===== config.mk =====
export PLATFORM = sky130hd
export DESIGN_NAME = adder_share_arbiter_flat
export DESIGN_NICKNAME = d
export VERILOG_FILES = /design/src/rtl/adder_share_arbiter_if.sv /design/src/rtl/adder_share_arbiter.sv /design/src/flat_wrapper.sv
export SDC_FILE = /design/constraint.sdc
export NUM_CORES = 1
export LEC_CHECK = 0
export BUFFER_PORTS_ARGS = -buffer_cell sky130_fd_sc_hd__buf_4
export CAP_MARGIN = 20
export CORE_UTILIZATION = 45
export DETAILED_ROUTE_END_ITERATION = 12
export PLACE_DENSITY = 0.88
export SLEW_MARGIN = 10
export SYNTH_ARGS = -nofsm -noshare
export SYNTH_HDL_FRONTEND = slang
export SYNTH_SLANG_ARGS = --single-unit

===== constraint.sdc =====
create_clock -name clk -period 2.28 [get_ports clk]
set_input_delay 0.114 -clock clk [delete_from_list [all_inputs] [get_ports clk]]
set_output_delay 0.114 -clock clk [all_outputs]
set_load 0.01 [all_outputs]

===== src/rtl/adder_share_arbiter_if.sv =====
// Request/response bundle for the shared adder arbiter.
// The arbiter attaches through the slave modport; requesters and consumer use master.
interface adder_share_arbiter_if #(
  parameter int unsigned W    = 8,
  parameter int unsigned NREQ = 4,
  parameter int unsigned CNTW = 16
);
  localparam int unsigned IDW = $clog2(NREQ);

  logic [NREQ-1:0]   req_valid;
  logic [NREQ-1:0]   req_ready;
  logic [NREQ*W-1:0] req_a;
  logic [NREQ*W-1:0] req_b;
  logic              resp_valid;
  logic              resp_ready;
  logic [W-1:0]      resp_sum;
  logic              resp_carry;
  logic [IDW-1:0]    resp_id;
  logic              busy;
  logic [CNTW-1:0]   ops_done;

  modport slave (
    input  req_valid, req_a, req_b, resp_ready,
    output req_ready, resp_valid, resp_sum, resp_carry, resp_id, busy, ops_done
  );

  modport master (
    output req_valid, req_a, req_b, resp_ready,
    input  req_ready, resp_valid, resp_sum, resp_carry, resp_id, busy, ops_done
  );
endinterface


===== src/rtl/adder_share_arbiter.sv =====
// Round-robin arbiter sequencing NREQ requesters onto one registered W-bit adder.
// Grant in IDLE, add in ADD, hold the tagged result in RESP until accepted.
module adder_share_arbiter #(
  parameter int unsigned W    = 8,
  parameter int unsigned NREQ = 4,
  parameter int unsigned CNTW = 16
) (
  input  logic                  clk,
  input  logic                  rst,
  adder_share_arbiter_if.slave  bus
);
  localparam int unsigned IDW = $clog2(NREQ);

  localparam logic [1:0] S_IDLE = 2'd0;
  localparam logic [1:0] S_ADD  = 2'd1;
  localparam logic [1:0] S_RESP = 2'd2;

  logic [1:0]      state_q,      state_d;
  logic [IDW-1:0]  ptr_q,        ptr_d;
  logic [W-1:0]    a_q,          a_d;
  logic [W-1:0]    b_q,          b_d;
  logic [IDW-1:0]  id_q,         id_d;
  logic            resp_valid_q, resp_valid_d;
  logic [W-1:0]    resp_sum_q,   resp_sum_d;
  logic            resp_carry_q, resp_carry_d;
  logic [IDW-1:0]  resp_id_q,    resp_id_d;
  logic [CNTW-1:0] ops_done_q,   ops_done_d;
  logic            busy_q,       busy_d;

  logic            any_c;
  logic [IDW-1:0]  win_c;
  logic [W-1:0]    a_sel_c;
  logic [W-1:0]    b_sel_c;
  logic [NREQ-1:0] grant_c;
  int unsigned     idx_c;

  // First valid requester at or above ptr, wrapping
  always_comb begin
    any_c = 1'b0;
    win_c = '0;
    idx_c = 0;
    for (int unsigned k = 0; k < NREQ; k++) begin
      idx_c = 32'(ptr_q) + k;
      if (idx_c >= NREQ) idx_c = idx_c - NREQ;
      if (!any_c && bus.req_valid[IDW'(idx_c)]) begin
        any_c = 1'b1;
        win_c = IDW'(idx_c);
      end
    end
  end

  // Operand mux for the winning requester
  always_comb begin
    a_sel_c = '0;
    b_sel_c = '0;
    for (int unsigned i = 0; i < NREQ; i++) begin
      if (win_c == IDW'(i)) begin
        a_sel_c = bus.req_a[i*W +: W];
        b_sel_c = bus.req_b[i*W +: W];
      end
    end
  end

  // Ready is combinational so the grant completes in the cycle it is decided
  always_comb begin
    grant_c = '0;
    if (state_q == S_IDLE && any_c && !rst) grant_c = NREQ'(1) << win_c;
    bus.req_ready = grant_c;
  end

  always_comb begin
    state_d      = state_q;
    ptr_d        = ptr_q;
    a_d          = a_q;
    b_d          = b_q;
    id_d         = id_q;
    resp_valid_d = resp_valid_q;
    resp_sum_d   = resp_sum_q;
    resp_carry_d = resp_carry_q;
    resp_id_d    = resp_id_q;
    ops_done_d   = ops_done_q;
    case (state_q)
      S_IDLE: begin
        if (any_c) begin
          a_d     = a_sel_c;
          b_d     = b_sel_c;
          id_d    = win_c;
          ptr_d   = (32'(win_c) == NREQ - 1) ? '0 : IDW'(32'(win_c) + 1);
          state_d = S_ADD;
        end
      end
      S_ADD: begin
        {resp_carry_d, resp_sum_d} = {1'b0, a_q} + {1'b0, b_q};
        resp_id_d    = id_q;
        resp_valid_d = 1'b1;
        state_d      = S_RESP;
      end
      S_RESP: begin
        if (bus.resp_ready) begin
          resp_valid_d = 1'b0;
          ops_done_d   = ops_done_q + CNTW'(1);
          state_d      = S_IDLE;
        end
      end
      default: begin
        resp_valid_d = 1'b0;
        state_d      = S_IDLE;
      end
    endcase
    busy_d = (state_d != S_IDLE);
  end

  always_ff @(posedge clk or posedge rst) begin
    if (rst) begin
      state_q      <= S_IDLE;
      ptr_q        <= '0;
      a_q          <= '0;
      b_q          <= '0;
      id_q         <= '0;
      resp_valid_q <= 1'b0;
      resp_sum_q   <= '0;
      resp_carry_q <= 1'b0;
      resp_id_q    <= '0;
      ops_done_q   <= '0;
      busy_q       <= 1'b0;
    end else begin
      state_q      <= state_d;
      ptr_q        <= ptr_d;
      a_q          <= a_d;
      b_q          <= b_d;
      id_q         <= id_d;
      resp_valid_q <= resp_valid_d;
      resp_sum_q   <= resp_sum_d;
      resp_carry_q <= resp_carry_d;
      resp_id_q    <= resp_id_d;
      ops_done_q   <= ops_done_d;
      busy_q       <= busy_d;
    end
  end

  assign bus.resp_valid = resp_valid_q;
  assign bus.resp_sum   = resp_sum_q;
  assign bus.resp_carry = resp_carry_q;
  assign bus.resp_id    = resp_id_q;
  assign bus.ops_done   = ops_done_q;
  assign bus.busy       = busy_q;

endmodule


===== src/flat_wrapper.sv =====
// flat-port wrapper written by rule: the top's interface ports become plain ports
module adder_share_arbiter_flat 
#(
  parameter int unsigned W    = 8,
  parameter int unsigned NREQ = 4,
  parameter int unsigned CNTW = 16
)
  (clk, rst, bus_req_valid, bus_req_a, bus_req_b, bus_resp_ready, bus_req_ready, bus_resp_valid, bus_resp_sum, bus_resp_carry, bus_resp_id, bus_busy, bus_ops_done);
  adder_share_arbiter_if #(.W(W), .NREQ(NREQ), .CNTW(CNTW)) bus_i ();
  input  logic clk;
  input  logic rst;
  input wire logic [$bits(bus_i.req_valid)-1:0] bus_req_valid;
  input wire logic [$bits(bus_i.req_a)-1:0] bus_req_a;
  input wire logic [$bits(bus_i.req_b)-1:0] bus_req_b;
  input wire logic [$bits(bus_i.resp_ready)-1:0] bus_resp_ready;
  output wire logic [$bits(bus_i.req_ready)-1:0] bus_req_ready;
  output wire logic [$bits(bus_i.resp_valid)-1:0] bus_resp_valid;
  output wire logic [$bits(bus_i.resp_sum)-1:0] bus_resp_sum;
  output wire logic [$bits(bus_i.resp_carry)-1:0] bus_resp_carry;
  output wire logic [$bits(bus_i.resp_id)-1:0] bus_resp_id;
  output wire logic [$bits(bus_i.busy)-1:0] bus_busy;
  output wire logic [$bits(bus_i.ops_done)-1:0] bus_ops_done;
  assign bus_i.req_valid = bus_req_valid;
  assign bus_i.req_a = bus_req_a;
  assign bus_i.req_b = bus_req_b;
  assign bus_i.resp_ready = bus_resp_ready;
  assign bus_req_ready = bus_i.req_ready;
  assign bus_resp_valid = bus_i.resp_valid;
  assign bus_resp_sum = bus_i.resp_sum;
  assign bus_resp_carry = bus_i.resp_carry;
  assign bus_resp_id = bus_i.resp_id;
  assign bus_busy = bus_i.busy;
  assign bus_ops_done = bus_i.ops_done;
  adder_share_arbiter #(.W(W), .NREQ(NREQ), .CNTW(CNTW)) u_core (.clk(clk), .rst(rst), .bus(bus_i));
endmodule

==> impl_metrics.toml <==
[power_and_ir_drop]
seq_power_share_pct = 26.9
cellPowerDensity_nw_per_um2 = 1330
power.switching_mw = 2.65
internal-power_mw = 3.25
ir_drop_mv = 1.01
switching_share_pct = 44.9
p_leak_nw = 2.12
power_mw = 5.89
combPwrFrac_pct = 63.9
p_clk_share_pct = 9.2

[global_routing]
antenna_found_initial = 0
grt_use_total_pct = 23.8
grt_overflow = 0
grt_pass1_vias = 2849
grt_pass1_wl_um = 13300
grt_max_degree = 32

[cells_and_area]
postLayoutCoreUtil_pct = 69.6
layout-drive-gt1-share_pct = 44.7
syn_to_final_growth_pct = 48.1
antennaDiodeCount = 0
nFillCells = 447
fin_nets = 539

[sta]
max_freq_ghz = 0.412
finalSetupViolCount = 19
worstMarginPinSlew_ns = 0.509
fin_ws_ns = -0.149
finalHoldViolations = 0
maxSlewHeadroom_pct = 65.8
fin_crit_sh_pct = 107
drv_slew = 0
grt_setup_unrepaired = "yes"
period_needed_ns = 2.43
final.setup_skew_ns = 0.00536

[worst_setup_path]
reg2reg_depth = 9
r2r_start = "u_core.ptr_q[1]"
endpoint_kind = "flip-flop"
critPathKind = "flip-flop to flip-flop"
cp-start-kind = "flip-flop"
worstPathArrival_ns = 2.67
rr_endpoint = "u_core.b_q[2]"
startpoint = "u_core.ptr_q[1]"
required_ns = 2.52
crit_path_end = "u_core.b_q[2]"
cp_max_fo = 11
ff2ff_setup_slack_ns = -0.15

[floorplanning]
die_h_um = 83.7
die_x_um = 83.7
initial_utilization_pct = 47.0
io_pins = 104
coreArea_um2 = 6390
row_count = 29
dieArea_um2 = 7000

[yosys]
synthDistinctLibCells = 44
ys_ff_latch = 51
netlist.top_cell.by_area = "dfrtp_1"
synthCells = 339
synth_nets = 424
ys_seq_area_share_pct = 42.5
yosysTopAreaCellShare_pct = 42.5
synth_warnings = 0
syn_area_um2 = 3000
syn-mean-instance-area_um2 = 8.85
synth_edf_count = 0
synthArstFlopShare_pct = 100
ys_top_cells_by_area = "dfrtp_1, a21oi_1, ha_1"
synth-main-ff-cell = "dfrtp_1"

[routing]
wl_met3_um = 704
route.vias.total = 3154
wl_met2_um = 4860
wirelength_met1_um = 3670
routedWlPerCell_um = 18.1
highest_layer = "met4"
routed_wl_um = 9600
ant_nets = 0
post-route-drc-count = 0
drt_first_iter_violations = 212
drt-pass1-iter-count = 5
viasPerCell = 5.94

[outcome]
violations = "negative setup slack"
outcome = "finished, violations left"

[placement]
place_congestion = 0.911
dp_hpwl_um = 6110
port_buffers = 103

[cts]
cts_inserted_buffers = 5
tritoncts = "yes"
path_clk_slew_ns = 0.09
cts_sinks = 51
clockBufferDepth = 2
h-tree-depth = 2
clock_latency_ns = 0.31
cts_root_buffer = "clkbuf_8"

[hold_path]
hp-class = "input port to flip-flop"

[run]
drv_cap = 0
-- critical path: stages, from the launching register on --
cell	delay, ns
dfrtp_2	0.46
mux2i_1	0.13
and2_4	0.14
or4_4	0.57
ha_4	0.21
buf_4	0.15
buf_4	0.18
a21oi_1	0.27
a221oi_2	0.11
nor2_1	0.13
-- repair_timing --
item                                    CTS  global route
hold buffers                              1             0
resized for setup                        13            83
buffers inserted                          2             8
hold endpoints to repair                 20             0
pin swaps                                 3            28
endpoints found under the setup margin   20            19
-- power groups by stage --
stage | Clock [mW] | Sequential, mW | Combinational, mW
after floorplan | 0 | 1.58 | 2.02
after global placement | 0 | 1.56 | 2.84
after detailed placement | 0 | 1.58 | 2.95
after CTS | 0.533 | 1.57 | 3.08
after global routing | 0.572 | 1.63 | 4.08
final | 0.540 | 1.59 | 3.77
-- synthesized netlist by cell type, drive strengths merged, types with 2 or more instances --
cell type  count
a211oi         4
a21o           3
a21oi         36
a221oi        18
and3           5
and4           2
buf            8
clkbuf        12
dfrtp         51
ha            13
inv           25
mux2           6
nand2         31
nand2b         5
nand3          5
nand4          3
nor2          38
nor3           3
nor3b          3
nor4           5
o21a           4
o21ai         23
o21bai         2
o31ai          3
or3            2
or4            2
xnor2         11
xor2           6
-- per-layer routing --
metal	vias to the layer above	track usage [%]
li1	1428	-
met1	1509	30.9
met2	182	39.6
met3	35	4.75
met4	0	8.17
met5	-	0
-- cells in the final DEF, fill, tap and decap left out, types with 4 or more instances in the layout --
cell      count
nand2_1      19
clkbuf_8      6
buf_6         9
ha_1          9
o21ai_0       4
nand2_2       9
nor2_1       38
nand3_1       5
buf_4       114
dfrtp_1      50
o21a_1        4
inv_1        21
mux2_1        5
nand2b_1      5
a211oi_1      4
a21oi_2      13
o21ai_1       6
xor2_1        6
o21ai_2      13
ha_4          4
a21oi_1      23
a221oi_2     15
xnor2_1      11
-- worst min path at each step --
stage / startpoint / end / slack [ns] / cells after the start
2_1_floorplan: bus_resp_ready / u_core.state_q[1] / 0.22 / 1
3_3_place_gp: rst / u_core.bus.ops_done[15] / 0.16 / 2
3_5_place_dp: rst / u_core.bus.ops_done[14] / 0.17 / 2
4_1_cts: bus_resp_ready / u_core.state_q[1] / 0.03 / 2
5_1_grt: bus_resp_ready / u_core.state_q[1] / 0.05 / 2
6_report: bus_resp_ready / u_core.state_q[1] / 0.06 / 2
-- cell type report --
cell class / instances / area [um^2] / area share, %
Inverter: 25 / 96.3 / 2.17
Clock inverter: 1 / 5.00 / 0.113
Clock buffer: 6 / 82.6 / 1.86
Sequential cell: 51 / 1280 / 28.7
Timing Repair Buffer: 128 / 1040 / 23.5
Multi-Input combinational cell: 243 / 1840 / 41.5
Tap cell: 77 / 96.3 / 2.17
-- cells by family after synthesis --
| group | synth area share, % |
|---|---|
| simple gates | 17.9 |
| fa+ha+maj | 6.09 |
| flops | 42.5 |
| buf+inv | 5.92 |
| xor+xnor | 4.96 |
| compound gates | 20.0 |
| mux | 2.58 |
-- flip-flops by register name (all words and copies together), names as in the netlist, 2 cells and up --
name,cells
u_core.b_q,8
u_core.a_q,8
u_core.state_q,2
u_core.bus.resp_id,2
u_core.ptr_q,2
u_core.id_q,2
u_core.bus.ops_done,16
u_core.bus.resp_sum,8
-- metrics by stage --
stage	instances	instance area (um^2)	hold WS [ns]	TNS, ns	setup WS [ns]
detailed placement	513	3930	0.170	-2.15	-0.224
CTS	523	4110	0.0319	-0.105	-0.0425
finish	531	4440	0.0568	-1.48	-0.149
floorplan	339	3060	0.217	-0.0114	-0.0114
global placement	513	3930	0.159	-0.618	-0.137
global route	531	4440	0.0492	-2.60	-0.186
(Power assumes the default switching activity.)
